--- config.mk ---
export PLATFORM = sky130hd
export DESIGN_NAME = l2_tag_fill
export DESIGN_NICKNAME = d
export VERILOG_FILES = /design/src/rtl/l2_tag_fill_pkg.sv /design/src/rtl/l2_tag_fill.sv
export SDC_FILE = /design/constraint.sdc
export NUM_CORES = 1
export LEC_CHECK = 0
export CAP_MARGIN = 0
export CELL_PAD_IN_SITES_DETAIL_PLACEMENT = 1
export CELL_PAD_IN_SITES_GLOBAL_PLACEMENT = 1
export CORE_MARGIN = 3
export CORE_UTILIZATION = 27
export CTS_BUF_LIST = sky130_fd_sc_hd__clkbuf_8
export CTS_CLUSTER_SIZE = 14
export DETAILED_ROUTE_END_ITERATION = 10
export GPL_ROUTABILITY_DRIVEN = 0
export GPL_TIMING_DRIVEN = 0
export HOLD_SLACK_MARGIN = 0.02
export PLACE_DENSITY_LB_ADDON = 0.1
export SETUP_SLACK_MARGIN = 0.15
export SLEW_MARGIN = 20
export SYNTH_ARGS = -nofsm -noshare
export SYNTH_HDL_FRONTEND = slang
export SYNTH_SLANG_ARGS = --single-unit
--- constraint.sdc ---
create_clock -name clk -period 2.6 [get_ports clk]
set_clock_uncertainty 0.15 [all_clocks]
set_input_delay 0.52 -clock clk [delete_from_list [all_inputs] [get_ports clk]]
set_output_delay 0.52 -clock clk [all_outputs]
set_load 0.05 [all_outputs]
--- src/rtl/l2_tag_fill_pkg.sv ---
// Shared types and default geometry for the L2 tag/state fill path.
package l2_tag_fill_pkg;

  localparam int L2_WAYS       = 4;
  localparam int L2_SET_BITS   = 8;
  localparam int L2_TAG_BITS   = 15;
  localparam int L2_STATE_BITS = 3;
  localparam int L2_WAY_BITS   = $clog2(L2_WAYS);

  typedef logic [L2_TAG_BITS-1:0]   l2_tag_t;
  typedef logic [L2_SET_BITS-1:0]   l2_set_t;
  typedef logic [L2_WAY_BITS-1:0]   l2_way_t;
  typedef logic [L2_STATE_BITS-1:0] state_t;

  localparam state_t STATE_INVALID = '0;

endpackage

--- src/rtl/l2_tag_fill.sv ---
// Loads one tag/state set from SRAM into registered buffers and commits per-way updates.
// Build option: define L2_BUF_BYPASS_EN to patch the held buffer on a same-set write instead of invalidating it.
module l2_tag_fill
  import l2_tag_fill_pkg::*;
#(
  parameter int WAYS       = L2_WAYS,
  parameter int SET_BITS   = L2_SET_BITS,
  parameter int TAG_BITS   = L2_TAG_BITS,
  parameter int STATE_BITS = L2_STATE_BITS
) (
  input  logic                         clk,
  input  logic                         rst,
  input  logic                         rd_valid,
  output logic                         rd_ready,
  input  logic [SET_BITS-1:0]          rd_set,
  input  logic                         wr_valid,
  output logic                         wr_ready,
  input  logic [SET_BITS-1:0]          wr_set,
  input  logic [$clog2(WAYS)-1:0]      wr_way,
  input  logic [TAG_BITS-1:0]          wr_tag,
  input  logic [STATE_BITS-1:0]        wr_state,
  input  logic                         wr_adv_evict,
  output logic                         ram_en,
  output logic                         ram_we,
  output logic [SET_BITS-1:0]          ram_addr,
  output logic [WAYS-1:0]              ram_way_mask,
  output logic [TAG_BITS-1:0]          ram_wtag,
  output logic [STATE_BITS-1:0]        ram_wstate,
  output logic                         ram_wevict_en,
  output logic [$clog2(WAYS)-1:0]      ram_wevict,
  input  logic [WAYS*TAG_BITS-1:0]     ram_rtag,
  input  logic [WAYS*STATE_BITS-1:0]   ram_rstate,
  input  logic [$clog2(WAYS)-1:0]      ram_revict,
  output logic [WAYS*TAG_BITS-1:0]     tags_buf,
  output logic [WAYS*STATE_BITS-1:0]   states_buf,
  output logic [$clog2(WAYS)-1:0]      evict_way_buf,
  output logic [SET_BITS-1:0]          buf_set,
  output logic                         buf_valid
);

  localparam int WAY_BITS = $clog2(WAYS);

  localparam logic [0:0] ST_IDLE    = 1'b0;
  localparam logic [0:0] ST_RD_WAIT = 1'b1;

  logic [0:0]                 state_q, state_d;
  logic [WAYS*TAG_BITS-1:0]   tags_q, tags_d;
  logic [WAYS*STATE_BITS-1:0] states_q, states_d;
  logic [WAY_BITS-1:0]        evict_q, evict_d;
  logic [SET_BITS-1:0]        set_q, set_d;
  logic                       valid_q, valid_d;

  logic                idle;
  logic                wr_fire;
  logic                rd_fire;
  logic                wr_hit;
  logic [WAY_BITS-1:0] wr_way_nxt;

  assign idle     = (state_q == ST_IDLE);
  assign wr_ready = idle;
  assign rd_ready = idle && !wr_valid;

  // SRAM strobes are suppressed while reset is asserted.
  assign wr_fire    = idle && wr_valid && !rst;
  assign rd_fire    = idle && rd_valid && !wr_valid && !rst;
  assign wr_hit     = wr_fire && valid_q && (wr_set == set_q);
  assign wr_way_nxt = wr_way + WAY_BITS'(1);

  assign ram_en        = wr_fire || rd_fire;
  assign ram_we        = wr_fire;
  assign ram_addr      = wr_fire ? wr_set : rd_set;
  assign ram_way_mask  = wr_fire ? (WAYS'(1) << wr_way) : '0;
  assign ram_wtag      = wr_tag;
  assign ram_wstate    = wr_state;
  assign ram_wevict_en = wr_fire && wr_adv_evict;
  assign ram_wevict    = wr_way_nxt;

  always_comb begin
    // NOTE: every next-state signal takes its held value first, so no path leaves it unassigned and no latch is inferred.
    state_d  = state_q;
    tags_d   = tags_q;
    states_d = states_q;
    evict_d  = evict_q;
    set_d    = set_q;
    valid_d  = valid_q;
    case (state_q)
      ST_IDLE: begin
        if (rd_fire) begin
          state_d = ST_RD_WAIT;
          set_d   = rd_set;
          valid_d = 1'b0;
        end else if (wr_hit) begin
`ifdef L2_BUF_BYPASS_EN
          tags_d[wr_way*TAG_BITS +: TAG_BITS]       = wr_tag;
          states_d[wr_way*STATE_BITS +: STATE_BITS] = wr_state;
          if (wr_adv_evict) evict_d = wr_way_nxt;
`else
          valid_d = 1'b0;
`endif
        end
      end
      ST_RD_WAIT: begin
        tags_d   = ram_rtag;
        states_d = ram_rstate;
        evict_d  = ram_revict;
        valid_d  = 1'b1;
        state_d  = ST_IDLE;
      end
      default: state_d = ST_IDLE;
    endcase
  end

  always_ff @(posedge clk) begin
    // NOTE: the buffers are plain flops rather than an SRAM, so reset clears them explicitly.
    if (rst) begin
      state_q  <= ST_IDLE;
      tags_q   <= '0;
      states_q <= {WAYS{STATE_BITS'(STATE_INVALID)}};
      evict_q  <= '0;
      set_q    <= '0;
      valid_q  <= 1'b0;
    end else begin
      // NOTE: non-blocking updates keep every flop sampling pre-edge values.
      state_q  <= state_d;
      tags_q   <= tags_d;
      states_q <= states_d;
      evict_q  <= evict_d;
      set_q    <= set_d;
      valid_q  <= valid_d;
    end
  end

  assign tags_buf      = tags_q;
  assign states_buf    = states_q;
  assign evict_way_buf = evict_q;
  assign buf_set       = set_q;
  assign buf_valid     = valid_q;

endmodule

== Word-level counts from Yosys, hierarchy flattened ==
Index checks and enable logic that the tools add are counted.

* Register bits after elaboration: 84
* Bits of input ports: 115
* Output and inout port bits: 120
* Word-level logic and storage cells: 31

* $add $sub $neg: 1
* Eq/ne operators: 2
* Shifts and indexed selects: 1
* Multiplexer cells: 7
* Bitwise gates (word level): 1
* Reduce and logical (&&, ||, !) cells: 13

{| class="wikitable"
|+ Operators by type and width
! kind !! number
|-
| $logic_and 1x1->1 || 9
|-
| $eq 8x8->1 || 1
|-
| $mux 8 || 1
|-
| $mux 4 || 1
|-
| $pmux 1 s2 || 2
|-
| $shl 1x2->4 const A || 1
|-
| $mux 1 || 3
|-
| $ne 3x1->1 const B || 1
|-
| $add 2x1->2 const B || 1
|-
| $logic_not 1->1 || 2
|-
| $reduce_and 2->1 || 1
|-
| $logic_or 1x1->1 || 1
|-
| $not 1->1 || 1
|}

== Logic depth before layout (Yosys ltp) ==
Gate-level depths: netlist of run 1.

* Word-level depth: 8
* Gate-level depth with buffers: 6

== Worst setup path before layout of run 1 ==
Ideal clock, no wire load.

* Path kind: input to output
* Start: input wr_valid
* End: output ram_en
* Data arrival time: 1.989 ns
* Required time: 1.930 ns
* Slack: -0.059 ns
* Stages: 4
* Path through: nor2_1 nand2_1 nor2_1 or2_2

* Longest elaborated chain between the ends: 4

{| class="wikitable"
|+ RTL lines
! element !! RTL line !! text
|-
| start: declaration || l2_tag_fill.sv:16 || <nowiki>input logic wr_valid,</nowiki>
|-
| $logic_not 1->1 || l2_tag_fill.sv:65 || <nowiki>assign rd_fire = idle && rd_valid && !wr_valid && !rst;</nowiki>
|-
| $logic_and 1x1->1 (2 in series) || l2_tag_fill.sv:65 ||
|-
| $logic_or 1x1->1 * || l2_tag_fill.sv:69 || <nowiki>assign ram_en = wr_fire || rd_fire;</nowiki>
|-
| end: declaration || l2_tag_fill.sv:23 || <nowiki>output logic ram_en,</nowiki>
|}

Every way passes the cells marked *; elsewhere a longest branch is shown, timed or not.

== Worst setup path in the final report of run 1 ==
* Start: input wr_valid
* End: output ram_addr[2]

* Longest elaborated chain between the ends: 3

{| class="wikitable"
|+ RTL lines
! element !! RTL line !! text
|-
| $logic_and 1x1->1 (2 in series) || l2_tag_fill.sv:64 || <nowiki>assign wr_fire = idle && wr_valid && !rst;</nowiki>
|-
| $mux 8 || l2_tag_fill.sv:71 || <nowiki>assign ram_addr = wr_fire ? wr_set : rd_set;</nowiki>
|-
| end: declaration || l2_tag_fill.sv:25 || <nowiki>output logic [SET_BITS-1:0] ram_addr,</nowiki>
|}

No other way between the ends.

==> flow_results.org, run 1 <==
** Timing
- At the pin with the least slew margin, the transition time is 544 ps.
- Count of pins over their slew limit :: 0
- Endpoints failing hold :: 0
- The worst path uses 92.3% of the clock period.
- Headroom to the max-slew limit came out at 63.8%.
- Final setup violating endpoints :: 0
- Worst Hold Margin :: 254 ps
- Minimum clock period :: 2400 ps
- Unrepaired setup endpoints after global routing :: true
- Based on the critical path, the design can be clocked at up to 0.417 GHz.

** Synthesis
- Synthesis instantiated 21 different standard cells from the library.
- Multiplexer share of the synthesized area :: 24.7%
- The synthesized design spends more area on one cell type than any other, namely sky130_fd_sc_hd__dfxtp_1.
- Yosys instantiated no cell more often than sky130_fd_sc_hd__dfxtp_1.
- Most used flip-flop cell after synthesis :: sky130_fd_sc_hd__dfxtp_1
- The synthesized design contains 0 enable-type register cells.
- Of the post-synthesis cell area, the dominant cell type holds 50.0%.
- Of the total synthesized cell area, the portion taken by AND, OR, NAND and NOR gates is 13.1%.
- Sequential fraction of the synthesis area :: 50.0%
- During synthesis, Yosys emitted a total of 0 warnings.
- Counting every net in the synthesized netlist gives 453.
- Each instance of the synthesized netlist takes up on average 10.1 um^2.
- The mapped netlist covers 3360 um^2.
- XOR/XNOR Fraction of Synth Area :: 2.08%
- Synthesized-area fraction occupied by adder cells :: 1.49%
- Sorting the synthesized cells by how often they occur yields 84 x sky130_fd_sc_hd__dfxtp_1, 76 x sky130_fd_sc_hd__nor2_1, 74 x sky130_fd_sc_hd__mux2i_1.
- Dominant combinational cell family by area after synthesis :: multiplexers
- Number of synthesized register bits :: 84
- In the synthesized netlist, the number of instances is 334.
- The synthesized netlist devotes 1.34% of its cell area to compound gates.
- In the post-synthesis netlist, the biggest area contributors are sky130_fd_sc_hd__dfxtp_1 50%, sky130_fd_sc_hd__mux2i_1 22%, sky130_fd_sc_hd__nor2_1 8.5%.
- After synthesis, the share of flip-flops with an asynchronous set or reset is 0%.

** Place
- The wire-length estimate of the detail-placed layout is 8.71 mm.
- Buffers placed on the I/O ports in this run total 216.
- Placed Cells :: 718

** Clocking
- Clock transition at the register clock pins on the worst setup and hold paths after CTS :: 80 ps
- CTS built an H-tree with a depth of 3.
- CTS placed an instance of sky130_fd_sc_hd__clkbuf_8 at the clock tree root.
- In this run, CTS created clock tree buffers numbering 9.
- The clock reaches the later pin of the worst-skew pair after 350 ps.
- TritonCTS built the clock tree.
- Clock sink count :: 84
- The number of hold buffers added after CTS was 0.
- Deepest clock path buffer count :: 2

** Power
- NetSw :: 0.930 mW
- Combinational Power Share :: 26.3%
- Leakage Power :: 2.30 nW
- Of the total power, the clock network draws 29.4%.
- The internal power of the cells totals 2.12 mW.
- Power Density :: 508 nW/um^2
- Net switching is 30.5% of the power.
- Peak supply drop :: 0.208 mV
- Relative contribution of sequential cells to total power :: 44.4%

** Critical path
- Grouping stages by cell kind, the critical path spends the most delay in buffers and inverters.
- Element type at the critical path start :: input port
- Tracing the worst setup path back leads to its startpoint at wr_valid.
- The worst setup path is of the input port to output pin kind.
- Arrival time at the worst endpoint :: 1730 ps
- Critical R2R Launch :: state_q
- On the worst path, the slowest cell contributes a delay of 340 ps.
- Among all stages on the critical path, the largest delay is contributed by sky130_fd_sc_hd__mux2_2.
- Data on the critical path is required at its endpoint by 1930 ps.
- Among the stages of the critical path, the cell type that occurs most often is sky130_fd_sc_hd__buf_6.
- Of all nets on the critical path, the largest fanout is 5.
- Cells along the critical path :: dlygate4sd2_1 -> nor3b_4 -> buf_6 -> mux2_2 -> buf_6
- CP bufs+invs :: 3
- The worst setup path is captured at an output pin.

** Route
- Before antenna repair, the detailed router went through 4 iterations.
- Summed over all layers, the routed wires come to 11.1 mm.
- Overall via count from detail_route :: 3164
- In this run the remaining antenna-violating nets after routing total 0.
- Count of unresolved DRC violations after routing :: 0
- Per-cell via count in the routed design :: 4.28
- 1st-iter DRT viols :: 76
- Post-detailed-route wirelength per cell :: 15.0 um

** Worst hold path
- The startpoint identified for the worst hold timing path is rst.
- Worst hold path type :: input port to register

** Global routing
- In the global route stage, overall resource usage came out at 16.0%.
- Maximum number of pins on one net before global-route repair :: 14
- Vias in the first global route :: 3287
- Number of antenna violations at the first check in global routing :: 0
- Global route total overflow :: 0
- The first global-routing pass estimated 17.8 mm of wire.

** Layout
- Fraction of layout instances using a drive strength above 1 :: 14.0%
- Post-layout nets :: 686
- Total of fill cells in the finished design :: 1390
- N_diodes :: 0
- The finished layout holds 739 standard cells, fillers aside.
- The area growth from synthesis to layout is 78.7%.

** Floorplanning
- Placeable core region :: 12100 um^2
- Area of the die :: 13800 um^2
- Chip height :: 118 um
- The floorplan step set the die width to 118 um.
- Effective utilization at floorplan :: 27.8%
- The initialized floorplan defines 40 standard-cell rows.
- For this design the top-level I/O count stands at 235.

** Run status
- Run status :: finished, final reports clean

** Flow run
- Max-cap viol count :: 0
power by group through the flow:
stage	Clock (mW)	Combinational (mW)	Sequential (mW)
after floorplan	0	0.290	1.54
after global placement	0	0.775	1.38
after detailed placement	0	0.785	1.38
after CTS	0.942	0.803	1.36
after global routing	0.996	0.846	1.36
final	0.897	0.802	1.35
state kept, by name, summed over array words and instances (netlist names):
name and flops:
buf_set 8, state_q 1, evict_way_buf 2, states_buf 12
buf_valid 1, tags_buf 60
through the flow:
step                setup TNS [ps]  cell area (um^2)  utilization, %  power, mW  worst slack, ps
floorplan                        0              3370               -       1.83              266
global placement            -10740              5740            47.4       2.16             -827
detailed placement          -10790              5740            47.4       2.17             -828
CTS                              0              5980            49.4       3.10              157
global route                     0              6010            49.6       3.20              107
finish                           0              6010            49.6       3.05              200
final cells by class:
cell class | instances | area, um^2 | share of cell area [%]
timing repair buffer | 222 | 2210 | 36.7
buffer | 38 | 246 | 4.10
inverter | 3 | 11.3 | 0.187
sequential | 84 | 1680 | 28.0
tap | 168 | 210 | 3.50
clock inverter | 6 | 57.6 | 0.957
multi-input combinational | 209 | 1470 | 24.5
clock buffer | 9 | 124 | 2.06
timing repair:
item / 4_1_cts / 5_1_grt
gates cloned: 1 / 0
setup endpoints to repair: 19 / 14
pin swaps: 1 / 1
setup buffers: 1 / 4
resized for setup: 115 / 11
worst register-to-register path: cells and delay by family, from the launching register on:
family / cells / cell delay [ps]
buf+inv: 2 / 310
flops: 1 / 320
simple gates: 4 / 690
cells by family after synthesis:
kind of cell	after synthesis
adders and majority gates	4
AOI/OAI and AO/OA	9
buffers and inverters	41
and+or+nand+nor	106
xor gates and xnor gates	8
muxes	82
DFF	84
per-layer routing:
metal	part of all wire (%)	GRT usage, %	vias up	wire (um)
li1	-	-	1534	-
met1	41	18.4	1492	4590
met2	50	27.6	132	5520
met3	7.9	6.30	6	878
met4	0.82	4.40	0	91
met5	0	0	-	0
layout by cell type, fill, tap and decap left out, drive strengths merged:
cell / count
clkdlybuf4s50: 195
dfxtp: 84
nor2: 76
mux2i: 74
buf: 50
clkbuf: 19
nand2: 17
a21oi: 9
mux2: 8
xnor2: 7
and2: 6
inv: 4
ha: 4
clkinv: 4
dlygate4sd2: 3
nand4: 2
clkdlybuf4s15: 2
nor3b: 1
or2: 1
nand2b: 1
xor2: 1
nor4: 1
nor3: 1
bufinv: 1
path summary, 6_finish.rpt:
path,endpoint,slack (ps),cells after the start
hold / removal,state_q,250,2
setup reg to reg,buf_valid,1000,6
hold reg to reg,buf_set[1],340,2
setup / recovery,ram_addr[2],200,5
Power figures use the tool's default switching activity.
==> run 2, diff against run 1 <==
--- a/config.mk
+++ b/config.mk
@@ -5,7 +5,6 @@
 export SDC_FILE = /design/constraint.sdc
 export NUM_CORES = 1
 export LEC_CHECK = 0
-export CAP_MARGIN = 0
 export CELL_PAD_IN_SITES_DETAIL_PLACEMENT = 1
 export CELL_PAD_IN_SITES_GLOBAL_PLACEMENT = 1
 export CORE_MARGIN = 3
==> results of run 2 <==
No change in the layout: final DEF, timing and power equal those of run 1.
